**src/rtl/rdma.sv**
```systemverilog
// rdma: AXI4 read DMA master.
// A rising edge on ap_start captures a byte count and a base address. The
// block then issues INCR read bursts on the gmem AR channel, splitting any
// burst that would cross a 4 KB page. R beats go straight through to a
// FIFO-style read port (empty_n / rd_en / dout), so there is no buffering.
// Optional feature macro: RDMA_RRESP_CHECK_EN. When it is defined, rresp_err
// becomes a sticky flag for non-OKAY read responses. When it is not defined,
// rresp_err is tied low.
`timescale 1ns/1ps
module rdma #(
    parameter int C_M_AXI_GMEM_ID_WIDTH     = 1,
    parameter int C_M_AXI_GMEM_ADDR_WIDTH   = 32,
    parameter int C_M_AXI_GMEM_DATA_WIDTH   = 256,
    parameter int C_M_AXI_GMEM_ARUSER_WIDTH = 1,
    parameter int C_M_AXI_GMEM_RUSER_WIDTH  = 1,
    parameter int NUM_MAX_BURST             = 16,
    parameter int NUM_AXI_AR_MOR            = 4
) (
    input  logic                                 ap_clk,
    input  logic                                 ap_rst_n,
    input  logic                                 ap_start,
    output logic                                 ap_idle,
    output logic                                 ap_ready,
    output logic                                 ap_done,
    input  logic [C_M_AXI_GMEM_ADDR_WIDTH-1:0]   transfer_byte,
    input  logic [C_M_AXI_GMEM_ADDR_WIDTH-1:0]   mem,
    output logic [C_M_AXI_GMEM_ID_WIDTH-1:0]     m_axi_gmem_ARID,
    output logic [C_M_AXI_GMEM_ADDR_WIDTH-1:0]   m_axi_gmem_ARADDR,
    output logic [7:0]                           m_axi_gmem_ARLEN,
    output logic [2:0]                           m_axi_gmem_ARSIZE,
    output logic [1:0]                           m_axi_gmem_ARBURST,
    output logic [1:0]                           m_axi_gmem_ARLOCK,
    output logic [3:0]                           m_axi_gmem_ARCACHE,
    output logic [2:0]                           m_axi_gmem_ARPROT,
    output logic [3:0]                           m_axi_gmem_ARQOS,
    output logic [3:0]                           m_axi_gmem_ARREGION,
    output logic [C_M_AXI_GMEM_ARUSER_WIDTH-1:0] m_axi_gmem_ARUSER,
    output logic                                 m_axi_gmem_ARVALID,
    input  logic                                 m_axi_gmem_ARREADY,
    input  logic [C_M_AXI_GMEM_ID_WIDTH-1:0]     m_axi_gmem_RID,
    input  logic                                 m_axi_gmem_RVALID,
    output logic                                 m_axi_gmem_RREADY,
    input  logic [C_M_AXI_GMEM_DATA_WIDTH-1:0]   m_axi_gmem_RDATA,
    input  logic                                 m_axi_gmem_RLAST,
    input  logic [1:0]                           m_axi_gmem_RRESP,
    input  logic [C_M_AXI_GMEM_RUSER_WIDTH-1:0]  m_axi_gmem_RUSER,
    input  logic                                 rd_en,
    output logic                                 empty_n,
    output logic [C_M_AXI_GMEM_DATA_WIDTH-1:0]   dout,
    output logic                                 rresp_err
);

    localparam int AW = C_M_AXI_GMEM_ADDR_WIDTH;
    localparam int MW = $clog2(NUM_AXI_AR_MOR + 1);

    typedef enum logic [1:0] {M_IDLE, M_PRE, M_RUN, M_DONE} main_state_t;
    typedef enum logic [1:0] {A_IDLE, A_PRE, A_RUN} ar_state_t;

    main_state_t main_state_reg;
    ar_state_t   ar_state_reg;

    logic          start_ff_reg;
    logic [AW-1:0] tbyte_reg;
    logic [AW-1:0] mem_reg;
    logic [AW-1:0] num_beats_reg;
    logic [AW-1:0] base_reg;
    logic [AW-1:0] ar_cnt_reg;
    logic [AW-1:0] r_cnt_reg;
    logic [MW-1:0] mor_cnt_reg;
    logic [8:0]    len_reg;
    logic [AW-1:0] araddr_reg;
    logic [7:0]    arlen_reg;
    logic          arvalid_reg;
    logic          ap_idle_reg;
    logic          ap_ready_reg;
    logic          ap_done_reg;

    logic          run;
    logic          main_run;
    logic          rready;
    logic          ar_hs;
    logic          r_hs;
    logic [AW-1:0] r_cnt_next;
    logic          is_done;
    logic [AW-1:0] ar_addr_next;
    logic [AW-1:0] remain;
    logic [8:0]    normal;
    logic [8:0]    idx;
    logic [8:0]    len_next;

    // Handshakes, completion test and next-burst geometry
    assign run        = ap_start & ~start_ff_reg;
    assign main_run   = (main_state_reg == M_RUN);
    assign rready     = rd_en & main_run;
    assign ar_hs      = arvalid_reg & m_axi_gmem_ARREADY;
    assign r_hs       = m_axi_gmem_RVALID & rready;
    // Count the beat being accepted this cycle, so DONE follows the final beat directly
    assign r_cnt_next = r_cnt_reg + AW'(r_hs);
    assign is_done    = (r_cnt_next >= num_beats_reg);

    assign ar_addr_next = base_reg + (ar_cnt_reg << 5);
    assign remain       = num_beats_reg - ar_cnt_reg;
    assign normal       = (remain > AW'(NUM_MAX_BURST)) ? 9'(NUM_MAX_BURST) : remain[8:0];
    assign idx          = {2'b00, ar_addr_next[11:5]};
    // A 4 KB page holds 128 beats; stop the burst at the page boundary
    assign len_next     = ((idx + normal) > 9'd128) ? (9'd128 - idx) : normal;

    // Rising-edge detector on ap_start
    always_ff @(posedge ap_clk or negedge ap_rst_n) begin
        if (!ap_rst_n) begin
            start_ff_reg <= 1'b0;
        end else begin
            start_ff_reg <= ap_start;
        end
    end

    // Main control FSM with registered status outputs
    always_ff @(posedge ap_clk or negedge ap_rst_n) begin
        if (!ap_rst_n) begin
            main_state_reg <= M_IDLE;
            ap_idle_reg    <= 1'b1;
            ap_ready_reg   <= 1'b0;
            ap_done_reg    <= 1'b0;
            tbyte_reg      <= '0;
            mem_reg        <= '0;
            num_beats_reg  <= '0;
            base_reg       <= '0;
        end else begin
            ap_ready_reg <= 1'b0;
            ap_done_reg  <= 1'b0;
            case (main_state_reg)
                M_IDLE: begin
                    if (run) begin
                        tbyte_reg      <= transfer_byte;
                        mem_reg        <= mem;
                        main_state_reg <= M_PRE;
                        ap_idle_reg    <= 1'b0;
                        ap_ready_reg   <= 1'b1;
                    end
                end
                M_PRE: begin
                    num_beats_reg  <= tbyte_reg >> 5;
                    base_reg       <= mem_reg;
                    main_state_reg <= M_RUN;
                end
                M_RUN: begin
                    if (is_done) begin
                        main_state_reg <= M_DONE;
                        ap_done_reg    <= 1'b1;
                    end
                end
                default: begin
                    main_state_reg <= M_IDLE;
                    ap_idle_reg    <= 1'b1;
                end
            endcase
        end
    end

    // Beat, request and outstanding-burst counters; cleared between transfers
    always_ff @(posedge ap_clk or negedge ap_rst_n) begin
        if (!ap_rst_n) begin
            ar_cnt_reg  <= '0;
            r_cnt_reg   <= '0;
            mor_cnt_reg <= '0;
        end else if (main_state_reg == M_IDLE) begin
            ar_cnt_reg  <= '0;
            r_cnt_reg   <= '0;
            mor_cnt_reg <= '0;
        end else begin
            if (ar_hs) begin
                ar_cnt_reg <= ar_cnt_reg + AW'(len_reg);
            end
            r_cnt_reg <= r_cnt_next;
            if (ar_hs && !(r_hs && m_axi_gmem_RLAST)) begin
                mor_cnt_reg <= mor_cnt_reg + MW'(1);
            end else if (!ar_hs && r_hs && m_axi_gmem_RLAST) begin
                mor_cnt_reg <= mor_cnt_reg - MW'(1);
            end
        end
    end

    // AR issue FSM: qualify, compute address/length, then hold VALID until accepted
    always_ff @(posedge ap_clk or negedge ap_rst_n) begin
        if (!ap_rst_n) begin
            ar_state_reg <= A_IDLE;
            araddr_reg   <= '0;
            arlen_reg    <= '0;
            len_reg      <= '0;
            arvalid_reg  <= 1'b0;
        end else begin
            case (ar_state_reg)
                A_IDLE: begin
                    if (main_run && (ar_cnt_reg < num_beats_reg) &&
                        (mor_cnt_reg != MW'(NUM_AXI_AR_MOR))) begin
                        ar_state_reg <= A_PRE;
                    end
                end
                A_PRE: begin
                    araddr_reg   <= ar_addr_next;
                    arlen_reg    <= 8'(len_next - 9'd1);
                    len_reg      <= len_next;
                    arvalid_reg  <= 1'b1;
                    ar_state_reg <= A_RUN;
                end
                default: begin
                    if (ar_hs) begin
                        arvalid_reg  <= 1'b0;
                        ar_state_reg <= A_IDLE;
                    end
                end
            endcase
        end
    end

`ifdef RDMA_RRESP_CHECK_EN
    logic rresp_err_reg;
    logic unused_inputs;

    // Sticky error on any non-OKAY response; cleared by the next accepted start
    always_ff @(posedge ap_clk or negedge ap_rst_n) begin
        if (!ap_rst_n) begin
            rresp_err_reg <= 1'b0;
        end else if (run && (main_state_reg == M_IDLE)) begin
            rresp_err_reg <= 1'b0;
        end else if (r_hs && (m_axi_gmem_RRESP != 2'b00)) begin
            rresp_err_reg <= 1'b1;
        end
    end

    assign rresp_err     = rresp_err_reg;
    assign unused_inputs = ^{m_axi_gmem_RID, m_axi_gmem_RUSER};
`else
    logic unused_inputs;

    assign rresp_err     = 1'b0;
    assign unused_inputs = ^{m_axi_gmem_RID, m_axi_gmem_RUSER, m_axi_gmem_RRESP};
`endif

    assign ap_idle  = ap_idle_reg;
    assign ap_ready = ap_ready_reg;
    assign ap_done  = ap_done_reg;

    assign m_axi_gmem_ARID     = '0;
    assign m_axi_gmem_ARADDR   = araddr_reg;
    assign m_axi_gmem_ARLEN    = arlen_reg;
    assign m_axi_gmem_ARSIZE   = 3'b101;
    assign m_axi_gmem_ARBURST  = 2'b01;
    assign m_axi_gmem_ARLOCK   = '0;
    assign m_axi_gmem_ARCACHE  = '0;
    assign m_axi_gmem_ARPROT   = '0;
    assign m_axi_gmem_ARQOS    = '0;
    assign m_axi_gmem_ARREGION = '0;
    assign m_axi_gmem_ARUSER   = '0;
    assign m_axi_gmem_ARVALID  = arvalid_reg;

    assign m_axi_gmem_RREADY = rready;
    assign empty_n           = m_axi_gmem_RVALID & main_run;
    assign dout              = m_axi_gmem_RDATA;

endmodule

```
**config.mk**
```make
export PLATFORM = sky130hd
export DESIGN_NAME = rdma
export DESIGN_NICKNAME = d
export VERILOG_FILES = /design/src/rtl/rdma.sv
export SDC_FILE = /design/constraint.sdc
export NUM_CORES = 1
export LEC_CHECK = 0
export BUFFER_PORTS_ARGS = -buffer_cell sky130_fd_sc_hd__buf_2
export CAP_MARGIN = 40
export CORE_AREA = 2 2 254 256
export CTS_CLUSTER_SIZE = 30
export DETAILED_ROUTE_END_ITERATION = 10
export DIE_AREA = 0 0 256 258
export PLACE_DENSITY_LB_ADDON = 0.15
export SLEW_MARGIN = 10
export SYNTH_ARGS = -nofsm -noshare
export SYNTH_HDL_FRONTEND = slang
export SYNTH_SLANG_ARGS = --single-unit
```
**constraint.sdc**
```tcl
create_clock -name ap_clk -period 11.72 [get_ports ap_clk]
set_input_delay 2.344 -clock ap_clk [delete_from_list [all_inputs] [get_ports ap_clk]]
set_output_delay 2.344 -clock ap_clk [all_outputs]
set_load 0.05 [all_outputs]
```
==> qor_table.md <==
| Item | This run | Unit |
| --- | --- | --- |
| Outcome | finished, final reports clean | - |
| Total I/O pin count | 658 | - |
| Total negative setup slack | 0 | ns |
| Worst Tran Pin Value | 0.8929 | ns |
| Floorplan row count | 93 | - |
| DP Worst Slack | 4.679 | ns |
| Post-CTS repair timing setup buffer count | 0 | - |
| Primary FF master, synth | dfrtp_1 | - |
| Upper clock frequency limit | 0.1411 | GHz |
| Placed Area | 16710 | um2 |
| Worst clock skew | 0.06991 | ns |
| Count of different cell masters after synthesis | 86 | - |
| Post-cts repair resize count | 0 | - |
| Syn-to-layout area delta | 2.695 | % |
| Net total in the final layout | 2277 | - |
| Clock transition at path regs | 0.06 | ns |
| GRT Total Usage | 16.09 | % |
| M3 GR Usage | 6.380 | % |
| Number of antenna violations at the first check in global routing | 0 | - |
| Routability congestion estimate | 0.8369 | - |
| Die height | 258 | um |
| Post-Syn Area | 17230 | um2 |
| Post-route cell area | 17690 | um2 |
| Antenna Diode Count | 0 | - |
| Number of enable flip-flop cells after synthesis | 0 | - |
| DP HPWL | 43.03 | mm |
| Detailed-route DRC error count | 0 | - |
| DR vias | 13130 | - |
| Worst endpoint required time | 12.26 | ns |
| Final period demand of the worst path | 7.087 | ns |
| Leading cell types by total area after synthesis | dfrtp_1 35%, buf_4 12%, nand2_1 7.7% | - |
| RSZ-0062 raised after global routing | false | - |
| Number of clock buffers inserted by TritonCTS | 30 | - |
| Share of the clock period used by the worst path after layout | 60.47 | % |
| Max-slew headroom | 40.47 | % |
| Cell chosen for the clock root | clkbuf_16 | - |
| Synth Instances | 1999 | - |
| Critical path endpoint category | register | - |
| DR pass1 iterations | 5 | - |
| Top cell type by total area after synthesis | dfrtp_1 | - |
| Initial Utilization | 27.06 | % |
| Signal arrival time at the worst endpoint | 7.63 | ns |
| Routed Antenna Nets | 0 | - |
| Core area | 63650 | um2 |
| Total power of the final layout | 5077 | uW |
| Critical Setup Path Class | reg2reg | - |
| Kind of path behind the tightest hold check | reg2reg | - |
| Wire length per cell | 20.23 | um |
| Crit path largest cell delay | 0.70 | ns |
| Number of global-route vias before repair | 13080 | - |
| Final worst hold slack | 0.4663 | ns |
| Final Worst Setup Slack | 4.633 | ns |
| Global-route wire length before repair | 82.04 | mm |
| Proportion of netlist area held by the largest area contributor | 35.16 | % |
| Most frequently used cell type in the post-synthesis netlist | nand2_1 | - |
| Avg Cell Area, Syn | 8.617 | um2 |
| X dimension of the die | 256 | um |
| Number of maximum-capacitance violations | 0 | - |
| Maximum number of pins on one net before global-route repair | 111 | - |
| Ratio of cells with drive above 1 in the final layout | 13.31 | % |
| Sequential cell area fraction in the yosys report | 35.31 | % |
| Busiest layer in global routing | met2 | - |
| Final-report setup violation count | 0 | - |
| Hold buffer count at CTS | 0 | - |
| Number of clock sinks seen by CTS | 243 | - |
| Grt total ovfl | 0 | - |
| Number of violations reported at the end of detailed-routing iteration 0 | 811 | - |
| Final Hold Violating Endpoints | 0 | - |
| Power density over the cells | 287.0 | nW/um2 |
| CTS H-Tree Depth | 1 | - |
| Met1 global-route usage | 19.89 | % |
| Number of max-slew violations in the final report | 0 | - |
| Skew-Pair Late Insertion Delay | 0.62 | ns |
| Via density per instance | 4.842 | - |
| Highest-delay cell along the critical path | or4b_1 | - |
| Synth async-reset ratio | 100.0 | % |
| Leak Pwr | 0.008291 | uW |
| DIE AREA | 66050 | um2 |
| Post-detailed-routing wire length | 54.85 | mm |
| Crit Path Max Fanout | 13 | - |
| Startpoint type of the worst setup path | register | - |
| Met2 GRT Util | 25.07 | % |
| Number of warnings reported in the yosys synthesis log | 0 | - |
| # port buffers | 111 | - |
| TritonCTS clock tree | yes | - |
| Ranking of synthesized cells by instance count | 353 x nand2_1, 284 x buf_4, 242 x dfrtp_1 | - |
| Worst vdd rail ir drop | 198.0 | uV |
| Maximum buffer depth of the clock tree | 3 | - |
| Flops & latches, synth | 243 | - |
[layout by cell type (no fill, tap or decap), types with 7 or more instances in the layout]
master,instances
a211oi_1,15
a21o_1,28
a21oi_1,82
a31oi_1,11
and2_1,14
and3_1,16
and4_1,11
buf_2,110
buf_4,11
clkbuf_16,30
clkbuf_8,9
conb_1,27
dfrtp_1,242
ha_1,101
inv_1,85
mux2_2,36
nand2_1,353
nand2b_1,11
nand3_1,53
nand4_1,33
nor2_1,108
nor2b_1,37
nor3_1,30
nor4_1,20
o211ai_1,9
o21a_1,11
o21ai_0,101
o21bai_1,9
or2_2,7
or3_1,9
or4_1,7
xnor2_1,59
xor2_1,35
[final timing paths]
kind	depth (start not counted)	startpoint	endpoint	slack (ns)
min	2	base_reg[4]$_DFFE_PN0P_	m_axi_gmem_ARADDR[4]$_DFFE_PN0P_	0.47
min reg2reg	2	base_reg[4]$_DFFE_PN0P_	m_axi_gmem_ARADDR[4]$_DFFE_PN0P_	0.47
max reg2reg	28	ar_cnt_reg[13]$_DFFE_PN0P_	m_axi_gmem_ARLEN[4]$_DFFE_PN0P_	4.63
max in group asynchronous	3	ap_rst_n	ar_cnt_reg[3]$_DFFE_PN0P_	8.56
max	28	ar_cnt_reg[13]$_DFFE_PN0P_	m_axi_gmem_ARLEN[4]$_DFFE_PN0P_	4.63
min in group asynchronous	1	ap_rst_n	mem_reg[26]$_DFFE_PN0P_	1.81
[cells by family (layout without fill, tap and decap cells)]
logic type	after synthesis	after routing	share of synthesized area (%)
compound gates	346	346	13.13
xor+xnor	94	94	4.780
fa+ha+maj	108	108	8.063
buf+inv	432	264	16.14
flops	243	243	35.31
mux	39	39	2.528
other cells	2	27	0.04360
simple gates	735	735	20.00
[metrics by stage]
step	util, %	instances
after detailed placement	26.25	2661
after global placement	26.05	2653
after CTS	27.79	2711
after global routing	27.79	2711
final	27.79	2711
after floorplan	-	2024
[layout make-up]
cell class,instances,area (um2)
Clock buffer,43,889.6
Clock inverter,7,88.84
Fill cell,6901,45960
Inverter,86,322.8
Multi-Input combinational cell,1349,8472
Sequential cell,243,6082
Tap cell,855,1070
Timing Repair Buffer,128,764.5
[where the power goes]
group	internal, uW	leakage, uW	switching [uW]
logic	990	0.00465	1840
clock network	544	0.000484	383
registers	1120	0.00315	204
[worst max-delay path: cells and delay by family (launching register included)]
kind                       cells  cell delay [ns]
AOI/OAI and AO/OA             12             2.55
buffers and inverters          3             0.41
and+or+nand+nor               10             2.53
adders and majority gates      3             1.00
DFF                            1             0.50
[per-layer routing]
| metal | part of all wire, % | vias to the layer above |
|---|---|---|
| met4 | 3.3 | 6 |
| met1 | 42 | 6257 |
| li1 | - | 6232 |
| met3 | 9.5 | 152 |
| met2 | 44 | 479 |
| met5 | 0.51 | - |
Power figures use the tool's default switching activity.
